`src/rtl/matmul_mac_engine.sv`:
```
// Self-sequenced DIM x DIM unsigned matrix multiplier: host loads A/B, an internal FSM
// walks fetch/multiply-accumulate/store per element, results are read back in OUT_W lanes.
module matmul_mac_engine #(
  parameter int DATA_W = 8,
  parameter int DIM    = 3,
  parameter int ACC_W  = 18,
  parameter int OUT_W  = 8,
  localparam int NEL   = DIM * DIM,
  localparam int AW    = (NEL > 1) ? $clog2(NEL) : 1,
  localparam int NPART = (ACC_W + OUT_W - 1) / OUT_W,
  localparam int PW    = (NPART > 1) ? $clog2(NPART) : 1
) (
  input  logic              clk,
  input  logic              rst,
  input  logic              load_valid,
  output logic              load_ready,
  input  logic              load_sel,
  input  logic [AW-1:0]     load_addr,
  input  logic [DATA_W-1:0] load_data,
  input  logic              start,
  output logic              busy,
  output logic              done,
  input  logic [AW-1:0]     rd_addr,
  input  logic [PW-1:0]     rd_part,
  output logic [OUT_W-1:0]  rd_data
);

  localparam int CW   = (DIM > 1) ? $clog2(DIM) : 1;
  localparam int PADW = NPART * OUT_W;

  localparam logic [2:0] S_IDLE  = 3'd0;
  localparam logic [2:0] S_FETCH = 3'd1;
  localparam logic [2:0] S_MAC   = 3'd2;
  localparam logic [2:0] S_STORE = 3'd3;
  localparam logic [2:0] S_DONE  = 3'd4;

  logic [2:0]          state_q, state_d;
  logic [CW-1:0]       i_q, i_d, j_q, j_d, k_q, k_d;
  logic [DATA_W-1:0]   opa_q, opa_d, opb_q, opb_d;
  logic [ACC_W-1:0]    acc_q, acc_d;
  logic [DATA_W-1:0]   a_q [NEL];
  logic [DATA_W-1:0]   a_d [NEL];
  logic [DATA_W-1:0]   b_q [NEL];
  logic [DATA_W-1:0]   b_d [NEL];
  logic [ACC_W-1:0]    c_q [NEL];
  logic [ACC_W-1:0]    c_d [NEL];
  logic                busy_q, busy_d, done_q, done_d;
  logic [OUT_W-1:0]    rd_data_q, rd_data_d;

  logic                load_ready_s;
  logic                last_i_s, last_j_s, last_k_s;
  logic [AW-1:0]       idx_a_s, idx_b_s, idx_c_s;
  logic [2*DATA_W-1:0] prod_s;
  logic [PADW-1:0]     c_pad_s;

  assign load_ready_s = (state_q == S_IDLE) || (state_q == S_DONE);
  assign last_i_s     = (i_q == CW'(DIM - 1));
  assign last_j_s     = (j_q == CW'(DIM - 1));
  assign last_k_s     = (k_q == CW'(DIM - 1));
  assign idx_a_s      = AW'(32'(i_q) * DIM + 32'(k_q));
  assign idx_b_s      = AW'(32'(k_q) * DIM + 32'(j_q));
  assign idx_c_s      = AW'(32'(i_q) * DIM + 32'(j_q));
  assign prod_s       = {{DATA_W{1'b0}}, opa_q} * {{DATA_W{1'b0}}, opb_q};

  // Sequencer, operand/accumulator datapath and the A/B/C stores.
  always_comb begin
    state_d = state_q;
    i_d     = i_q;
    j_d     = j_q;
    k_d     = k_q;
    opa_d   = opa_q;
    opb_d   = opb_q;
    acc_d   = acc_q;
    a_d     = a_q;
    b_d     = b_q;
    c_d     = c_q;

    if (load_valid && load_ready_s && (32'(load_addr) < NEL)) begin
      if (load_sel) begin
        b_d[load_addr] = load_data;
      end else begin
        a_d[load_addr] = load_data;
      end
    end else begin
      a_d = a_q;
    end

    case (state_q)
      S_IDLE: begin
        if (start) begin
          state_d = S_FETCH;
          i_d     = '0;
          j_d     = '0;
          k_d     = '0;
        end else begin
          state_d = S_IDLE;
        end
      end
      S_FETCH: begin
        opa_d   = a_q[idx_a_s];
        opb_d   = b_q[idx_b_s];
        state_d = S_MAC;
        if (k_q == '0) begin
          acc_d = '0;
        end else begin
          acc_d = acc_q;
        end
      end
      S_MAC: begin
        // Accumulator wraps modulo 2^ACC_W by construction.
        acc_d = acc_q + ACC_W'(prod_s);
        if (last_k_s) begin
          state_d = S_STORE;
        end else begin
          k_d     = k_q + CW'(1);
          state_d = S_FETCH;
        end
      end
      S_STORE: begin
        c_d[idx_c_s] = acc_q;
        k_d          = '0;
        if (!last_j_s) begin
          j_d     = j_q + CW'(1);
          state_d = S_FETCH;
        end else if (!last_i_s) begin
          j_d     = '0;
          i_d     = i_q + CW'(1);
          state_d = S_FETCH;
        end else begin
          j_d     = '0;
          i_d     = '0;
          state_d = S_DONE;
        end
      end
      S_DONE: begin
        state_d = S_IDLE;
      end
      default: begin
        state_d = S_IDLE;
      end
    endcase

    busy_d = (state_d == S_FETCH) || (state_d == S_MAC) || (state_d == S_STORE);
    done_d = (state_d == S_DONE);
  end

  // Readout lane select with zero padding above ACC_W.
  always_comb begin
    c_pad_s   = '0;
    rd_data_d = '0;
    if ((32'(rd_addr) < NEL) && (32'(rd_part) < NPART)) begin
      c_pad_s   = PADW'(c_q[rd_addr]);
      rd_data_d = c_pad_s[32'(rd_part) * OUT_W +: OUT_W];
    end else begin
      rd_data_d = '0;
    end
  end

  // State, datapath, store and output registers.
  always_ff @(posedge clk or negedge rst) begin
    if (!rst) begin
      state_q   <= S_IDLE;
      i_q       <= '0;
      j_q       <= '0;
      k_q       <= '0;
      opa_q     <= '0;
      opb_q     <= '0;
      acc_q     <= '0;
      busy_q    <= 1'b0;
      done_q    <= 1'b0;
      rd_data_q <= '0;
      for (int n = 0; n < NEL; n++) begin
        a_q[n] <= '0;
        b_q[n] <= '0;
        c_q[n] <= '0;
      end
    end else begin
      state_q   <= state_d;
      i_q       <= i_d;
      j_q       <= j_d;
      k_q       <= k_d;
      opa_q     <= opa_d;
      opb_q     <= opb_d;
      acc_q     <= acc_d;
      busy_q    <= busy_d;
      done_q    <= done_d;
      rd_data_q <= rd_data_d;
      a_q       <= a_d;
      b_q       <= b_d;
      c_q       <= c_d;
    end
  end

  assign load_ready = load_ready_s;
  assign busy       = busy_q;
  assign done       = done_q;
  assign rd_data    = rd_data_q;

endmodule

```
`config.mk`:
```
export PLATFORM = sky130hd
export DESIGN_NAME = matmul_mac_engine
export DESIGN_NICKNAME = d
export VERILOG_FILES = /design/src/rtl/matmul_mac_engine.sv
export SDC_FILE = /design/constraint.sdc
export NUM_CORES = 1
export LEC_CHECK = 0
export ABC_AREA = 1
export CAP_MARGIN = 15
export CORE_UTILIZATION = 45
export DETAILED_ROUTE_END_ITERATION = 16
export HOLD_SLACK_MARGIN = 0.02
export SLEW_MARGIN = 20
export SYNTH_ARGS = -nofsm -noshare
export SYNTH_HDL_FRONTEND = slang
export SYNTH_SLANG_ARGS = --single-unit
```
`constraint.sdc`:
```
create_clock -name clk -period 3.8 [get_ports clk]
set_input_delay 0.38 -clock clk [delete_from_list [all_inputs] [get_ports clk]]
set_output_delay 0.38 -clock clk [all_outputs]
set_load 0.05 [all_outputs]
```
==> impl_metrics.py <==
metrics = {
    "die": {
        "ios": 34,
        "core_area_mm2": 0.0442,
        "die_h_um": 214,
        "row_count": 77,
        "initial_utilization_pct": 45.6,
        "dieArea_mm2": 0.0457,
        "fp.dieW_um": 214,
    },
    "setup_path": {
        "cp_data_required_time_ps": 4260,
        "cp-startpoint": "opb_q[0]$_DFFE_PN0N_",
        "critPathLaunchType": "flop",
        "crit_type": "flop to flop",
        "crit_slowest_cell": "fa_1",
        "cpPeakStageDelay_ps": 540,
        "crit_fanout": 4,
        "rr_startpoint": "opb_q[0]$_DFFE_PN0N_",
        "crit_chain": "nand2_2, fa_1, inv_2, fa_1, fa_1, inv_1, fa_1, inv_2, ha_4, nand2_4, nor2_1, nand2_1, nand3_4, nand2_2, nand2_1, nand2_1, nand3_1, nand2_1",
        "critical_path.endpoint_type": "flop",
        "cp.arrival_ps": 4260,
    },
    "yosys": {
        "yosys.area.top_type": "dfrtp_1",
        "synth.distinct_cells": 36,
        "syn_area_per_cell_um2": 7.73,
        "synth_cells": 2611,
        "synth_top_cells_by_area": "dfrtp_1 (45%), nand2_1 (15%), o21ai_0 (6.9%)",
        "ys_ff_latch": 359,
        "synthesis.area_mm2": 0.0202,
        "synth_seq_area_share_pct": 44.5,
        "synth_top_area_share_pct": 44.5,
        "synthesis.nets": 2741,
        "yosysWarnings": 0,
    },
    "layout": {
        "final_area_mm2": 0.0231,
        "diodes": 0,
        "layout-drive-gt1-share_pct": 11.7,
        "nFillCells": 4152,
        "final_common_cell": "nand2_1",
        "final_cell_mix": "nand2_1 (781), dfrtp_1 (347), o21ai_0 (273)",
        "nets": 2746,
        "fin_util_pct": 52.3,
        "layout-area-overhead-vs-synth_pct": 14.7,
    },
    "global_route": {
        "first_global_vias": 17000,
        "antenna_found_initial": 0,
        "grt_pass1_wl_mm": 91.7,
        "gr-total-overflow": 0,
        "grt_max_degree": 111,
        "grtUsageTotal_pct": 25.5,
    },
    "run_status": {
        "violations": "setup timing",
        "status": "complete, but fails checks",
    },
    "sta": {
        "finalCritPeriodShare_pct": 100,
        "fin_ws_ps": -4.61,
        "post-route-min-period_ps": 3800,
        "setup_violations": 1,
        "final-hold-violation-count": 0,
        "worst_slew_pin_slew_ps": 961,
        "fin_tns_setup_ps": -4.61,
        "maxSlewHeadroom_pct": 35.5,
        "rsz0062_at_grt": "true",
        "final_max_slew_viol_count": 0,
        "fmax_mhz": 263,
        "fin_hold_ws_ps": 464,
        "fin_worst_skew_ps": 33.6,
    },
    "clock_tree": {
        "clk_pin_slew_ps": 60,
        "clock_sinks": 359,
        "root_buffer": "clkbuf_16",
        "clock_latency_ps": 570,
        "cts_max_level": 2,
        "clockBufferDepth": 3,
        "cts_tree": "done",
        "cts_buffers": 41,
    },
    "run": {
        "maxCapViolations": 0,
    },
    "route": {
        "wl_met2_mm": 27.7,
        "drt-initial-drc-count": 1481,
        "via_count": 17300,
        "wl_mm": 56.2,
        "via_per_inst": 5.34,
        "first_pass_iters": 5,
        "highest_layer": "met4",
        "routedWlPerCell_um": 17.4,
        "ant_nets": 0,
        "drt-met1-wl_mm": 24.8,
        "drc": 0,
        "met3_length_mm": 2.64,
    },
    "place": {
        "gp_congestion": 0.883,
        "io_buffers": 33,
        "dp_hpwl_mm": 37.4,
        "placed_area_mm2": 0.0213,
    },
    "hold_path": {
        "worstHoldPathType": "flop to flop",
        "min_from": "c_q[114]$_DFFE_PN0P_",
    },
}
[path summary, 6_finish.rpt]
path	end	slack (ps)	depth (start not counted)
worst max-delay path	acc_q[17]$_DFFE_PN0P_	-5	18
worst min-delay path	c_q[114]$_DFFE_PN0P_	460	2
worst max register to register	acc_q[17]$_DFFE_PN0P_	-5	18
worst min register to register	c_q[114]$_DFFE_PN0P_	460	2
max in group asynchronous	a_q[37]$_DFFE_PN0P_	2270	3
min in group asynchronous	c_q[106]$_DFFE_PN0P_	480	2
[registers in the layout, summed over array words and instances (netlist names)]
name,flops
acc_q,18
c_q,162
i_q,2
done,1
opa_q,8
a_q,72
state_q,3
rd_data,8
b_q,72
busy,1
k_q,2
opb_q,8
j_q,2
[worst max-delay path: cells and delay by family (launching register included)]
kind,cells,cell delay (ps)
adders and majority gates,5,2380
DFF,1,420
and+or+nand+nor,10,750
buffers and inverters,3,140
[per-stage QoR]
stage / setup slack, ps / instances
3_5_place_dp: -255 / 3151
2_1_floorplan: 4.44 / 2611
3_3_place_gp: -169 / 3151
5_1_grt: -179 / 3236
6_report: -4.61 / 3236
4_1_cts: 0.897 / 3231
[cell usage after synthesis]
master / instances
a21boi_0: 11
a21oi_1: 32
a2bb2oi_1: 4
and2_2: 1
buf_1: 5
buf_2: 59
buf_4: 2
buf_6: 1
clkbuf_1: 110
clkinv_1: 4
dfrtp_1: 359
fa_1: 54
ha_1: 53
inv_1: 254
inv_2: 1
nand2_1: 817
nand2_2: 1
nand3_1: 120
nand3_2: 5
nand3_4: 3
nand3b_1: 4
nand4_1: 151
nor2_1: 210
nor2_2: 2
nor3_1: 11
nor3_2: 1
o211ai_1: 21
o21ai_0: 279
o21ai_1: 2
o21ai_2: 1
o22ai_1: 10
or2_2: 17
xnor2_1: 1
xor2_1: 3
xor2_2: 1
xor2_4: 1
[final cells by class]
type	count	area, µm²	share of cell area [%]
clock buffer	56	1170	5.07
clock inverter	15	195	0.844
inverter	259	972	4.20
multi-input combinational	1816	9820	42.5
sequential	359	9000	38.9
tap	592	741	3.20
timing repair buffer	139	1230	5.33
[metal layers]
metal | track usage [%] | vias up
li1 | - | 8398
met1 | 33.6 | 8345
met5 | 0 | -
met2 | 43.8 | 466
met3 | 3.16 | 83
met4 | 7.59 | 0
[kinds of logic (layout without fill, tap and decap cells)]
group           count (synthesis)  in the layout  synth area share, %
simple gates                 1343           1343                 28.4
buf+inv                       436            469                 8.55
compound gates                360            360                 9.48
flops                         359            359                 44.5
fa+ha+maj                     107            107                 8.64
xor+xnor                        6              6                0.391
[what timing repair did]
action | CTS | global route
pin swaps | 17 | 57
hold buffers | 1 | 0
setup endpoints to repair | 11 | 12
endpoints found under the hold margin | 106 | 0
gates resized for setup | 41 | 82
setup buffers | 8 | 6
Power is not shown: default switching activity piles up to over one toggle a cycle in this logic, so the estimate is an artifact.
